**src/rtl/ppe_tx_arb_pkg.sv**
```systemverilog
// Shared types and default sizing for the ppe transmit-path slave arbiter.
// arb_state_e : arbiter FSM states
// *_DEF       : default parameter values for tx_slv_arbiter
// idw_of      : grant-index width for a given requester count (never below 1)
package ppe_tx_arb_pkg;

    typedef enum logic {
        IDLE = 1'b0,
        BUSY = 1'b1
    } arb_state_e;

    localparam int NUM_REQ_DEF   = 4;
    localparam int DW_DEF        = 32;
    localparam int STALL_MAX_DEF = 1024;

    function automatic int idw_of(input int n);
        return (n <= 2) ? 1 : $clog2(n);
    endfunction

endpackage

```
**src/rtl/tx_rr_pick.sv**
```systemverilog
// Combinational round-robin picker.
// Finds the first set bit of req, starting at position ptr and wrapping
// past N-1 back to 0. The search rotates req so ptr lands at bit 0,
// priority-encodes the lowest set bit, then adds ptr back modulo N.
// Ports:
//   req   : request vector
//   ptr   : highest-priority position (expected < N)
//   found : at least one request set
//   idx   : index of the chosen request (0 when found=0)
module tx_rr_pick #(
    parameter int N  = 4,
    parameter int IW = 2
) (
    input  logic [N-1:0]  req,
    input  logic [IW-1:0] ptr,
    output logic          found,
    output logic [IW-1:0] idx
);

    localparam logic [IW:0] N_V = (IW+1)'(N);

    logic [2*N-1:0] dbl;
    logic [N-1:0]   rot;
    logic [IW-1:0]  off;
    logic [IW:0]    sum;

    always_comb begin
        dbl = {req, req} >> ptr;
        rot = dbl[N-1:0];
        off = '0;
        for (int j = N - 1; j >= 0; j--) begin
            if (rot[j]) off = IW'(j);
        end
        found = |rot;
        sum   = {1'b0, ptr} + {1'b0, off};
        if (sum >= N_V) sum = sum - N_V;
        idx = found ? sum[IW-1:0] : '0;
    end

endmodule

```
**src/rtl/tx_slv_arbiter.sv**
```systemverilog
// Packet-level round-robin arbiter sharing one tx slave port among NUM_REQ
// requesters. A grant is held from the first beat through the beat carrying
// last, so packets never interleave. In BUSY the owner is muxed straight
// through to the slave with no register stage. A watchdog flags a slave
// that withholds async_rdy for STALL_MAX consecutive BUSY cycles.
//
// state | meaning
// IDLE  | no owner; arbitrate among current req_valid, register the pick
// BUSY  | gnt_id owns the port until its last beat handshakes
//
// Ports:
//   clk, rst             : clock, async active-high reset
//   req_valid/data/last  : per-requester beat (requester i at [i*DW +: DW])
//   req_ready            : per-requester beat accepted
//   async_en/tx_data/tx_last, async_rdy : slave-side beat handshake
//   gnt_id, busy         : current owner, packet in progress
//   stall_err, stall_clr : sticky watchdog flag and its clear
module tx_slv_arbiter
    import ppe_tx_arb_pkg::*;
#(
    parameter int  NUM_REQ   = NUM_REQ_DEF,
    parameter int  DW        = DW_DEF,
    parameter int  STALL_MAX = STALL_MAX_DEF,
    localparam int IDW       = idw_of(NUM_REQ)
) (
    input  logic                  clk,
    input  logic                  rst,
    input  logic [NUM_REQ-1:0]    req_valid,
    input  logic [NUM_REQ*DW-1:0] req_data,
    input  logic [NUM_REQ-1:0]    req_last,
    output logic [NUM_REQ-1:0]    req_ready,
    output logic                  async_en,
    output logic [DW-1:0]         tx_data,
    output logic                  tx_last,
    input  logic                  async_rdy,
    output logic [IDW-1:0]        gnt_id,
    output logic                  busy,
    output logic                  stall_err,
    input  logic                  stall_clr
);

    // Counter only has to reach STALL_MAX-1 before it saturates.
    localparam int             SCW      = $clog2(STALL_MAX);
    localparam logic [SCW-1:0] STALL_TC = SCW'(STALL_MAX - 1);
    localparam logic [IDW-1:0] LAST_ID  = IDW'(NUM_REQ - 1);

    arb_state_e     state, state_nxt;
    logic [IDW-1:0] rr_ptr, rr_ptr_nxt, gnt_nxt;
    logic           pick_found;
    logic [IDW-1:0] pick_idx;
    logic [SCW-1:0] stall_cnt;
    logic           hs;

    tx_rr_pick #(
        .N  (NUM_REQ),
        .IW (IDW)
    ) u_pick (
        .req   (req_valid),
        .ptr   (rr_ptr),
        .found (pick_found),
        .idx   (pick_idx)
    );

    always_ff @(posedge clk or posedge rst) begin
        if (rst) begin
            state  <= IDLE;
            rr_ptr <= '0;
            gnt_id <= '0;
        end else begin
            state  <= state_nxt;
            rr_ptr <= rr_ptr_nxt;
            gnt_id <= gnt_nxt;
        end
    end

    always_comb begin
        state_nxt  = state;
        rr_ptr_nxt = rr_ptr;
        gnt_nxt    = gnt_id;
        async_en   = 1'b0;
        tx_data    = '0;
        tx_last    = 1'b0;
        req_ready  = '0;
        case (state)
            IDLE: begin
                if (pick_found) begin
                    state_nxt = BUSY;
                    gnt_nxt   = pick_idx;
                end
            end
            BUSY: begin
                async_en          = req_valid[gnt_id];
                tx_data           = req_data[gnt_id*DW +: DW];
                tx_last           = req_last[gnt_id];
                req_ready[gnt_id] = async_rdy;
                if (async_en && async_rdy && tx_last) begin
                    state_nxt  = IDLE;
                    rr_ptr_nxt = (gnt_id == LAST_ID) ? '0 : gnt_id + 1'b1;
                end
            end
            default: state_nxt = IDLE;
        endcase
    end

    assign busy = (state == BUSY);
    assign hs   = async_en & async_rdy;

    // Watchdog: counts consecutive BUSY cycles without a handshake; the
    // packet keeps running after the flag sets.
    always_ff @(posedge clk or posedge rst) begin
        if (rst) begin
            stall_cnt <= '0;
            stall_err <= 1'b0;
        end else if (stall_clr) begin
            stall_cnt <= '0;
            stall_err <= 1'b0;
        end else if (!busy || hs) begin
            stall_cnt <= '0;
        end else if (stall_cnt == STALL_TC) begin
            stall_err <= 1'b1;
        end else begin
            stall_cnt <= stall_cnt + 1'b1;
        end
    end

endmodule

```
**config.mk**
```make
export PLATFORM = sky130hd
export DESIGN_NAME = tx_slv_arbiter
export DESIGN_NICKNAME = d
export VERILOG_FILES = /design/src/rtl/ppe_tx_arb_pkg.sv /design/src/rtl/tx_rr_pick.sv /design/src/rtl/tx_slv_arbiter.sv
export SDC_FILE = /design/constraint.sdc
export NUM_CORES = 1
export LEC_CHECK = 0
export CORE_MARGIN = 2
export CORE_UTILIZATION = 32
export DETAILED_ROUTE_END_ITERATION = 12
export PLACE_DENSITY = 0.92
export SKIP_CTS_REPAIR_TIMING = 1
export SYNTH_ARGS = -nofsm -noshare
export SYNTH_HDL_FRONTEND = slang
export SYNTH_SLANG_ARGS = --single-unit
```
**constraint.sdc**
```tcl
create_clock -name clk -period 2.15 [get_ports clk]
set_clock_uncertainty 0.05 [all_clocks]
set_input_delay 0.3225 -clock clk [delete_from_list [all_inputs] [get_ports clk]]
set_output_delay 0.3225 -clock clk [all_outputs]
set_load 0.005 [all_outputs]
```
==> flow_summary.json <==
{
  "outcome": "complete, but fails checks",
  "violations": "setup timing",
  "wire_per_inst_microns": 19.1,
  "drive_above_1_share_pct": 34.1,
  "clockBufferDepth": 2,
  "ys_ff_latch": 16,
  "clkTransAtPathRegs_ns": 0.06,
  "synth_area_per_cell_sq_um": 11.1,
  "grt_usage_pct": 22.8,
  "setup_viol": 20,
  "die_x_microns": 83.7,
  "grt_max_degree": 44,
  "required_ns": 1.78,
  "hold_class": "in2async",
  "power_switching_w": 0.00146,
  "area_growth_pct": 121,
  "internal_power_w": 0.00301,
  "grt_first_pass_wirelength_microns": 12500,
  "drc_errors": 0,
  "sw_frac_of_total_pct": 32.7,
  "synth_seq_area_share_pct": 19.7,
  "rows": 29,
  "clkPwrFrac_pct": 5.1,
  "combPwrFrac_pct": 85.2,
  "grt_pass1_vias": 2429,
  "worstMarginPinSlew_ns": 0.593,
  "die_y_microns": 83.7,
  "leakagePower_nw": 2.02,
  "antenna_found_initial": 0,
  "max_freq_ghz": 0.436,
  "drtIter0Drc": 60,
  "synth_most_common_cell": "and2_1",
  "startpoint_type": "flop",
  "synthesis.nets": 329,
  "path_class": "reg2out",
  "synth_warnings": 0,
  "fin_crit_ns": 2.29,
  "cts_root_buffer": "clkbuf_8",
  "synth_commonest_cells": "and2_1 (36), mux4_2 (34), dfrtp_1 (16)",
  "totalNegativeSetupSlack_ns": -1.18,
  "maxCapViolations": 0,
  "yosys.area.top_type_share_pct": 37.7,
  "insertion_delay_ns": 0.25,
  "drv_slew": 0,
  "ant_nets": 0,
  "cts_buffers": 3,
  "port_buffers": 181,
  "synthCells": 183,
  "start_util_pct": 32.6,
  "hold_viol_final": 0,
  "min_period_over_period_pct": 107,
  "io_pins": 182,
  "cts_tree": "done",
  "synth_flop_cell": "dfrtp_1",
  "place.detailed.hpwl_microns": 6840,
  "async_reset_ff_share_pct": 100,
  "gr-total-overflow": 0,
  "cts_htree_levels": 1,
  "multiInputGateArea_sq_mm": 0.00160,
  "cp_max_fo": 3,
  "place_ws_ns": -0.108,
  "powerDensity_mw_per_mm2": 995,
  "netlist-cell-type-count": 38,
  "critPathCaptureType": "primary output",
  "insertedDiodeCount": 0,
  "irDropWorstVdd_mv": 0.681,
  "fp.dieArea_sq_mm": 0.00700,
  "final_nets": 546,
  "viasPerCell": 5.17,
  "clkSinkCount": 16,
  "core-area_sq_mm": 0.00624,
  "syn_area_sq_mm": 0.00203,
  "ys_top_cells_by_area": "mux4_2 (38%), dfrtp_1 (20%), and2_1 (11%)",
  "gp_congestion": 0.812,
  "vias": 2461,
  "fill_cells": 439,
  "regArea_sq_um": 402,
  "rsz0062_at_grt": "yes",
  "wl_microns": 9110,
  "seq_power_share_pct": 9.7,
  "setup_slack_ns": -0.142,
  "first_pass_iters": 4,
  "power_w": 0.00448,
  "synth-edff-count": 0,
  "synth_largest_area_cell": "mux4_2",
  "max_slew_margin_pct": 60.4,
  "crit_arrival_ns": 1.92
}
==> metrics by stage <==
step / hold WS (ns) / instances / area [sq um] / util (%)
after floorplan: 0.186 / 183 / 2030 / -
after global placement: 0.446 / 442 / 4030 / 64.6
after detailed placement: 0.475 / 442 / 4030 / 64.6
after CTS: 0.409 / 446 / 4080 / 65.4
after global routing: 0.463 / 476 / 4500 / 72.1
final: 0.386 / 476 / 4500 / 72.1
==> area by class of cell <==
cell class	instances	share of cell area, %
Sequential cell	16	8.93
Inverter	5	0.417
Tap cell	77	2.14
Multi-Input combinational cell	147	35.6
Clock buffer	4	1.00
Timing Repair Buffer	227	51.9
==> critical path, cell delays in order, from the launching register on <==
cell     delay, ns
dfrtp_2       0.42
buf_4         0.14
buf_6         0.12
buf_4         0.13
buf_4         0.13
mux4_2        0.46
and2_4        0.16
buf_6         0.11
==> power by group through the flow <==
| stage | clock [W] | sequential (W) | combinational (W) |
|---|---|---|---|
| floorplan | 0 | 0.000412 | 0.00151 |
| global placement | 0 | 0.000443 | 0.00300 |
| detailed placement | 0 | 0.000450 | 0.00306 |
| CTS | 0.000235 | 0.000444 | 0.00307 |
| global route | 0.000248 | 0.000443 | 0.00408 |
| finish | 0.000227 | 0.000436 | 0.00381 |
==> state kept, by name (all words and copies together) (netlist names) <==
register / count
rr_ptr: 2
busy: 1
stall_err: 1
gnt_id: 2
stall_cnt: 10
==> worst paths after layout <==
kind	end	start	depth (start not counted)	slack, ns
hold reg to reg	stall_cnt[6]	stall_cnt[6]	1	0.48
max in group asynchronous	gnt_id[0]	rst	2	1.25
setup reg to reg	stall_cnt[8]	gnt_id[0]	10	-0.06
min in group clk	stall_cnt[6]	stall_cnt[6]	1	0.48
setup / recovery	async_en	gnt_id[0]	7	-0.14
hold / removal	gnt_id[1]	rst	2	0.39
==> logic make-up after synthesis <==
group                    after synthesis  synth area share [%]
multiplexers                          38                  39.7
XOR/XNOR                               3                  1.29
buffers and inverters                 20                  4.74
flip-flops                            16                  19.7
AO/OA/AOI/OAI                         21                  7.39
adder cells (fa/ha/maj)                6                  3.69
AND/OR/NAND/NOR                       79                  23.5
==> cells in the final DEF (no fill, tap or decap), types with 3 or more instances in the layout <==
master and count:
clkbuf_8 3, mux2i_1 3, o21ai_0 4, buf_6 31
dlymetal6s2s_1 15, nand4_1 4, and2_1 18, buf_12 6
buf_2 3, clkdlybuf4s50_1 143, a21oi_1 4, dfrtp_1 15
nand2_1 8, nor2_1 8, buf_4 19, and3_1 7
inv_1 4, clkbuf_2 7, mux4_2 34, and2_4 18
ha_1 5, nand3_1 3
==> metal layers <==
layer | wire length, microns | GRT usage, % | up-vias
met5 | 0 | 0 | -
met4 | 289 | 4.69 | 0
met3 | 783 | 6.53 | 22
met2 | 4820 | 42.4 | 130
met1 | 3220 | 25.8 | 1166
li1 | - | - | 1143
No activity file was read; power rests on OpenSTA's default activity.
